**src/rtl/wb_pkg.sv**
```systemverilog
// Shared types and defaults for the writeback arbiter slice.
package wb_pkg;

    // LD_PRIO: loads win ties; ALU_FORCE: ALU wins ties until it is served.
    typedef enum logic [0:0] {
        LD_PRIO   = 1'b0,
        ALU_FORCE = 1'b1
    } wb_arb_state_t;

    // Consecutive load grants tolerated while an ALU result waits.
    localparam int unsigned STARVE_MAX_DEFAULT = 3;

endpackage

```
**src/rtl/wb_scoreboard.sv**
```systemverilog
// Per-register outstanding-load mask used by decode for load-use stalls.
module wb_scoreboard #(
    parameter int unsigned REGBITS = 5
) (
    input  logic                  clk,
    input  logic                  rst,
    input  logic                  set_valid,
    input  logic [REGBITS-1:0]    set_rd,
    input  logic                  clr_valid,
    input  logic [REGBITS-1:0]    clr_rd,
    output logic [2**REGBITS-1:0] pending
);

    logic [2**REGBITS-1:0] pending_d;

    // Clear first so a same-index issue in the same cycle overrides the return.
    always_comb begin
        pending_d = pending;
        if (clr_valid) begin
            pending_d[clr_rd] = 1'b0;
        end
        if (set_valid && (set_rd != '0)) begin
            pending_d[set_rd] = 1'b1;
        end
        pending_d[0] = 1'b0;
    end

    // Mask register.
    always_ff @(posedge clk) begin
        if (rst) begin
            pending <= '0;
        end else begin
            pending <= pending_d;
        end
    end

endmodule

```
**src/rtl/wb_arbiter.sv**
```systemverilog
// Register-file write-port arbiter: load priority with ALU anti-starvation,
// x0 write suppression and a pending-load scoreboard.
module wb_arbiter
    import wb_pkg::*;
#(
    parameter int unsigned REGBITS    = 5,
    parameter int unsigned LOGSIZE    = 64,
    parameter int unsigned STARVE_MAX = STARVE_MAX_DEFAULT
) (
    input  logic                  clk,
    input  logic                  rst,
    input  logic                  alu_valid,
    output logic                  alu_ready,
    input  logic [REGBITS-1:0]    alu_rd,
    input  logic [LOGSIZE-1:0]    alu_data,
    input  logic                  ld_valid,
    output logic                  ld_ready,
    input  logic [REGBITS-1:0]    ld_rd,
    input  logic [LOGSIZE-1:0]    ld_data,
    input  logic                  ld_issue_valid,
    input  logic [REGBITS-1:0]    ld_issue_rd,
    output logic                  wr_en,
    output logic [REGBITS-1:0]    wr_rd,
    output logic [LOGSIZE-1:0]    wr_data,
    output logic [2**REGBITS-1:0] pending
);

    localparam int unsigned CW = $clog2(STARVE_MAX + 1);

    wb_arb_state_t state_q, state_d;
    logic [CW-1:0] cnt_q, cnt_d;
    logic          grant_alu, grant_ld;

    // Grant selection; depends only on valids and state, never on ld_issue_*.
    always_comb begin
        alu_ready = 1'b0;
        ld_ready  = 1'b0;
        if (!rst) begin
            if (state_q == ALU_FORCE) begin
                if (alu_valid)     alu_ready = 1'b1;
                else if (ld_valid) ld_ready  = 1'b1;
            end else begin
                if (ld_valid)       ld_ready  = 1'b1;
                else if (alu_valid) alu_ready = 1'b1;
            end
        end
    end

    assign grant_alu = alu_valid & alu_ready;
    assign grant_ld  = ld_valid & ld_ready;

    // Starvation counter and state transitions.
    always_comb begin
        state_d = state_q;
        cnt_d   = cnt_q;
        if (!alu_valid || grant_alu) begin
            cnt_d = '0;
        end else if (grant_ld) begin
            cnt_d = cnt_q + 1'b1;
        end
        case (state_q)
            LD_PRIO: begin
                // Switch on the same edge the limit is hit so the next grant goes to ALU.
                if (cnt_d == CW'(STARVE_MAX)) state_d = ALU_FORCE;
            end
            ALU_FORCE: begin
                if (grant_alu || !alu_valid) begin
                    state_d = LD_PRIO;
                    cnt_d   = '0;
                end
            end
            default: state_d = LD_PRIO;
        endcase
    end

    // State, counter and registered write port.
    always_ff @(posedge clk) begin
        if (rst) begin
            state_q <= LD_PRIO;
            cnt_q   <= '0;
            wr_en   <= 1'b0;
            wr_rd   <= '0;
            wr_data <= '0;
        end else begin
            state_q <= state_d;
            cnt_q   <= cnt_d;
            wr_en   <= 1'b0;
            if (grant_ld) begin
                wr_en   <= (ld_rd != '0);
                wr_rd   <= ld_rd;
                wr_data <= ld_data;
            end else if (grant_alu) begin
                wr_en   <= (alu_rd != '0);
                wr_rd   <= alu_rd;
                wr_data <= alu_data;
            end
        end
    end

    wb_scoreboard #(
        .REGBITS (REGBITS)
    ) u_scoreboard (
        .clk       (clk),
        .rst       (rst),
        .set_valid (ld_issue_valid),
        .set_rd    (ld_issue_rd),
        .clr_valid (grant_ld),
        .clr_rd    (ld_rd),
        .pending   (pending)
    );

endmodule

```
**config.mk**
```make
export PLATFORM = sky130hd
export DESIGN_NAME = wb_arbiter
export DESIGN_NICKNAME = d
export VERILOG_FILES = /design/src/rtl/wb_pkg.sv /design/src/rtl/wb_scoreboard.sv /design/src/rtl/wb_arbiter.sv
export SDC_FILE = /design/constraint.sdc
export NUM_CORES = 1
export LEC_CHECK = 0
export CAP_MARGIN = 5
export CORE_MARGIN = 2
export CORE_UTILIZATION = 35
export CTS_CLUSTER_SIZE = 25
export DETAILED_ROUTE_END_ITERATION = 7
export PLACE_DENSITY_LB_ADDON = 0.1
export SYNTH_ARGS = -nofsm -noshare
export SYNTH_HDL_FRONTEND = slang
export SYNTH_SLANG_ARGS = --single-unit
```
**constraint.sdc**
```tcl
create_clock -name clk -period 1.78 [get_ports clk]
set_input_delay 0.356 -clock clk [delete_from_list [all_inputs] [get_ports clk]]
set_output_delay 0.356 -clock clk [all_outputs]
set_load 0.1 [all_outputs]
```
## Word-level counts from Yosys, hierarchy flattened

Index checks and enable logic that the tools add are counted.
W data, S select, Z words.

| storage, ports and cells | value |
|---|---|
| register bits after elaboration | 105 |
| input bits | 148 |
| output and inout bits | 104 |

| operators by class | value |
|---|---|
| magnitude comparators | 4 |
| equal/unequal tests | 1 |
| reduce and logical (&&, ||, !) cells | 9 |
| bitwise gates (word level) | 6 |
| muxes and demuxes | 27 |
| add/sub/neg operators | 1 |

Operators with widths:

| kind | number |
|---|---|
| $mux W64 | 2 |
| $mux W32 | 2 |
| $and A32 B32 Y32 | 1 |
| $not A32 Y32 | 1 |
| $or A32 B32 Y32 | 1 |
| $reduce_bool A5 Y1 | 3 |
| $mux W1 | 14 |
| $lt A5 B6 Y1 const B | 2 |
| $demux W1 S5 | 2 |
| $ge A5 B1 Y1 const B | 2 |
| $mux W5 | 2 |
| $mux W2 | 4 |
| $logic_and A1 B1 Y1 | 3 |
| $add A2 B1 Y2 const B | 1 |
| $and A1 B1 Y1 | 2 |
| $eq A2 B2 Y1 const B | 1 |
| $pmux W1 S2 | 1 |
| $reduce_bool A2 Y1 | 1 |
| $logic_not A1 Y1 | 1 |
| $logic_or A1 B1 Y1 | 1 |
| $not A1 Y1 | 1 |

## Depth between registers and ports, before layout

| depth | value |
|---|---|
| word-level depth | 10 |
| gate-level depth with buffers | 7 |
| mapped depth without buffers | 3 |

## Modules after synthesis

Synthesis repeated with hierarchy kept, for this count alone.

| unflattened totals | value |
|---|---|
| cell total of the unflattened synthesis | 424 |
| area total of the unflattened synthesis | 4461.8 µm² |

Modules (own cells, without submodules):

| module | instances | area an instance (µm²) | cells each |
|---|---|---|---|
| wb_arbiter | 1 | 3103.0 | 268 |
| wb_scoreboard | 1 | 1358.8 | 156 |

## Worst setup path after synthesis

No wires, ideal clock.

| timing path | value |
|---|---|
| path type | input -> output |
| from | in rst |
| to | out ld_ready |
| stages on the path | 4 |
| arrival time | 2.129 ns |
| required time | 1.424 ns |
| slack | -0.705 ns |
| buffers on the path | 2 |
| path through | nand2b_4 > buf_2 > clkbuf_1 > nor2_1 |

| between the ends | value |
|---|---|
| word-level cells in the longest chain between the ends | 1 |

Ends and longest elaborated chain:

| what | RTL line | source |
|---|---|---|
| start, declared | wb_arbiter.sv:11 | `input logic rst,` |
| $mux W1 | wb_arbiter.sv:38 | `if (!rst) begin` |
| end, declared | wb_arbiter.sv:17 | `output logic ld_ready,` |

Every way passes these cells.

## Worst setup path after layout

| timing path | value |
|---|---|
| from | in alu_valid |
| to | out ld_ready |

| between the ends | value |
|---|---|
| word-level cells in the longest chain between the ends | 3 |

Ends and longest elaborated chain:

| what | RTL line | source |
|---|---|---|
| start, declared | wb_arbiter.sv:12 | `input logic alu_valid,` |
| $mux W1 | wb_arbiter.sv:40 | `if (alu_valid) alu_ready = 1'b1;` |
| $mux W1 | wb_arbiter.sv:39 | `if (state_q == ALU_FORCE) begin` |
| $mux W1 | wb_arbiter.sv:38 |  |

Every way passes these cells.

==> results.py <==
metrics = {
    "setup_path": {
        "cp-end-kind": "primary output",
        "path_buf_inv": 3,
        "cp.required_ns": 1.42,
        "startpoint_type": "primary input",
        "crit_type": "primary input to primary output",
        "critical-path-top-delay-family": "buffers and inverters",
        "crit_chain": "dlygate4sd2_1, and2_4, buf_12, nor2_4, buf_12",
        "rr_worst_depth": 5,
        "r2r_end": "wr_data[44]$_SDFFE_PP0P_",
        "cpMaxStageDelayCell": "dlygate4sd2_1",
        "cp_max_fo": 26,
        "path_depth": 5,
        "r2r_start": "state_q$_SDFF_PP0_",
        "max_stage_delay_ns": 0.27,
        "cp_common_cell": "buf_12",
        "ff2ff_setup_slack_ns": 0.15,
        "cp.arrival_ns": 1.29,
    },
    "synth": {
        "syn-cell-area_sq_um": 5060,
        "synth_top_area_share_pct": 41.1,
        "synth_largest_area_cell": "dfxtp_1",
        "yosysUniqueCellTypes": 35,
        "async_flop_share_pct": 0,
        "synth_commonest_cells": "dfxtp_1 (104), nor2_1 (69), a311oi_1 (67), o21ai_0 (67), or3b_1 (67)",
        "synth-edff-count": 0,
        "synth-seq-cells": 104,
        "synth_area_leaders": "dfxtp_1 (41%), a311oi_1 (12%), or3b_1 (12%), o21ai_0 (6.6%), o41ai_1 (5.4%)",
        "synth_warnings": 0,
        "syn_avg_cell_area_sq_um": 8.68,
        "synth_cells": 583,
        "yosysSeqAreaShare_pct": 41.1,
        "yosysMostFrequentCell": "dfxtp_1",
        "synth-main-ff-cell": "dfxtp_1",
        "synth_nets": 731,
    },
    "global_route": {
        "grt.total_usage_pct": 22.8,
        "grt_max_degree": 61,
        "antenna_found_initial": 1,
        "grt_pass1_vias": 5457,
        "met3_usage_pct": 7.79,
        "grt_overflow_total": 0,
        "grt_use_met1_pct": 25.4,
        "top_usage_layer": "met2",
        "grt_pass1_wl_microns": 28500,
        "gr-usage-met2_pct": 40.9,
    },
    "route": {
        "antenna_left": 0,
        "num_vias": 5561,
        "dr.pass1.iters": 5,
        "wire_per_inst_microns": 17.8,
        "route.detailed.drc": 0,
        "wl_microns": 18000,
        "drt_iter0_markers": 435,
        "via_per_inst": 5.51,
    },
    "die": {
        "die_width_microns": 124,
        "die_area_sq_um": 15400,
        "core-area_sq_um": 14000,
        "initial_core_util_pct": 36.2,
        "io_pins": 252,
        "num_rows": 43,
        "dieHeight_microns": 124,
    },
    "sta": {
        "fmax_ghz": 0.608,
        "drv_slew": 0,
        "finalCritPeriodShare_pct": 92.4,
        "setup_viol": 0,
        "hold_violations": 0,
        "finClkSkew_ns": 0.00705,
        "whs_ns": 0.465,
        "fin_crit_ns": 1.64,
        "rsz0062_at_grt": "no",
    },
    "pwr": {
        "design_power_total_w": 0.00700,
        "max-vdd-ir-drop_mv": 0.687,
        "power_leakage_nw": 3.42,
        "powerDensity_nw_per_um2": 748,
    },
    "clock_tree": {
        "clk_latency_ns": 0.35,
        "ctsHoldBuffers": 0,
        "h-tree-depth": 3,
        "cts_tree": "yes",
        "clock-sinks": 104,
        "clkTransAtPathRegs_ns": 0.07,
        "cts_root_buf": "clkbuf_16",
        "cts_made_buffers": 9,
        "cts_buffer_depth": 2,
    },
    "cells_and_area": {
        "layout.nets": 972,
        "final_cell_area_sq_um": 9360,
        "fin_util_pct": 66.9,
        "fill_cells": 1136,
        "area_growth_pct": 84.9,
        "drive_gt1_share_pct": 21.8,
    },
    "hold_path": {
        "whs_path_depth": 1,
        "hold_class": "register to register",
        "hold_start": "cnt_q[0]$_SDFF_PP0_",
        "whs_endpoint": "cnt_q[0]$_SDFF_PP0_",
    },
    "placement": {
        "dp_hpwl_microns": 13000,
        "io_buffer_count": 250,
        "placed_area_sq_um": 8980,
        "gp_congestion": 0.790,
    },
    "run_status": {
        "status": "complete, no violations",
    },
    "flow_run": {
        "drv_cap": 0,
    },
}
[cell type report]
cell class	instances	area (sq um)	area share, %
Antenna cell	1	2.50	0.0267
Sequential cell	104	2080	22.2
Clock inverter	4	27.5	0.294
Multi-Input combinational cell	409	2690	28.7
Tap cell	180	225	2.41
Clock buffer	12	256	2.74
Timing Repair Buffer	300	4080	43.6
[registers in the layout (all words and copies together) (netlist names)]
| signal | cells |
|---|---|
| u_scoreboard.pending | 31 |
| wr_data | 64 |
| cnt_q | 2 |
| state_q | 1 |
| wr_en | 1 |
| wr_rd | 5 |
[worst max path at each step]
stage,startpoint,endpoint,slack (ns)
final,alu_valid,ld_ready,0.14
after global routing,state_q$_SDFF_PP0_,wr_data[56]$_SDFFE_PP0P_,0.06
after CTS,state_q$_SDFF_PP0_,ld_ready,0.13
after detailed placement,alu_valid,wr_data[21]$_SDFFE_PP0P_,-0.21
after global placement,ld_valid,wr_data[47]$_SDFFE_PP0P_,-0.15
after floorplan,rst,ld_ready,0.06
[worst register-to-register path: stages (launching register included)]
cell and delay (ns):
dfxtp_1 0.31, and2_4 0.15, buf_4 0.13, bufbuf_16 0.28, or3b_1 0.38, a311oi_1 0.28
[metrics by stage]
stage | setup TNS (ns) | std cells | worst slack [ns]
after floorplan | 0 | 583 | 0.0584
after global placement | -9.83 | 987 | -0.146
after detailed placement | -14.06 | 987 | -0.208
after CTS | 0 | 1009 | 0.127
after global routing | 0 | 1010 | 0.0560
final | 0 | 1010 | 0.135
[cells in the final DEF, fill, tap and decap left out, types with 2 or more instances in the layout]
cell               n
a21oi_1           33
a311oi_1          67
a32oi_1            2
and3_1             2
and3b_1            5
buf_12           113
buf_4             39
bufbuf_16          2
clkbuf_16          9
clkbuf_8           2
clkdlybuf4s50_1  144
clkinv_2           2
dfxtp_1          104
dlygate4sd2_1      2
nand2_1           27
nand2b_1           3
nand3b_1           8
nor2_1            68
nor3_1             4
nor3b_1            4
o21ai_0           67
o41ai_1           31
or2_2              2
or3b_1            67
or3b_2             5
[kinds of logic after synthesis]
group,share of synthesized area [%]
other,0.0741
buffers and inverters,6.21
and+or+nand+nor,24.7
DFF,41.1
xor gates and xnor gates,0.173
AOI/OAI and AO/OA,27.7
[repair_timing]
item,in CTS,in global routing
setup endpoints to repair,2,0
buffers inserted,4,0
resized for setup,2,0
[routing by layer]
layer	routed length (microns)	part of all wire (%)
met3	1460	8.1
met5	0	0
met2	9250	51
met1	6930	38
met4	384	2.1
[report_power, final]
| group | total, W | leakage [nW] | internal (W) | switching, W |
|---|---|---|---|---|
| sequential | 0.00261 | 0.855 | 0.00246 | 0.000144 |
| combinational | 0.00248 | 2.42 | 0.00104 | 0.00144 |
| clock | 0.00191 | 0.143 | 0.00103 | 0.000883 |
| total | 0.00700 | 3.42 | 0.00453 | 0.00247 |
Power figures use the tool's default switching activity.
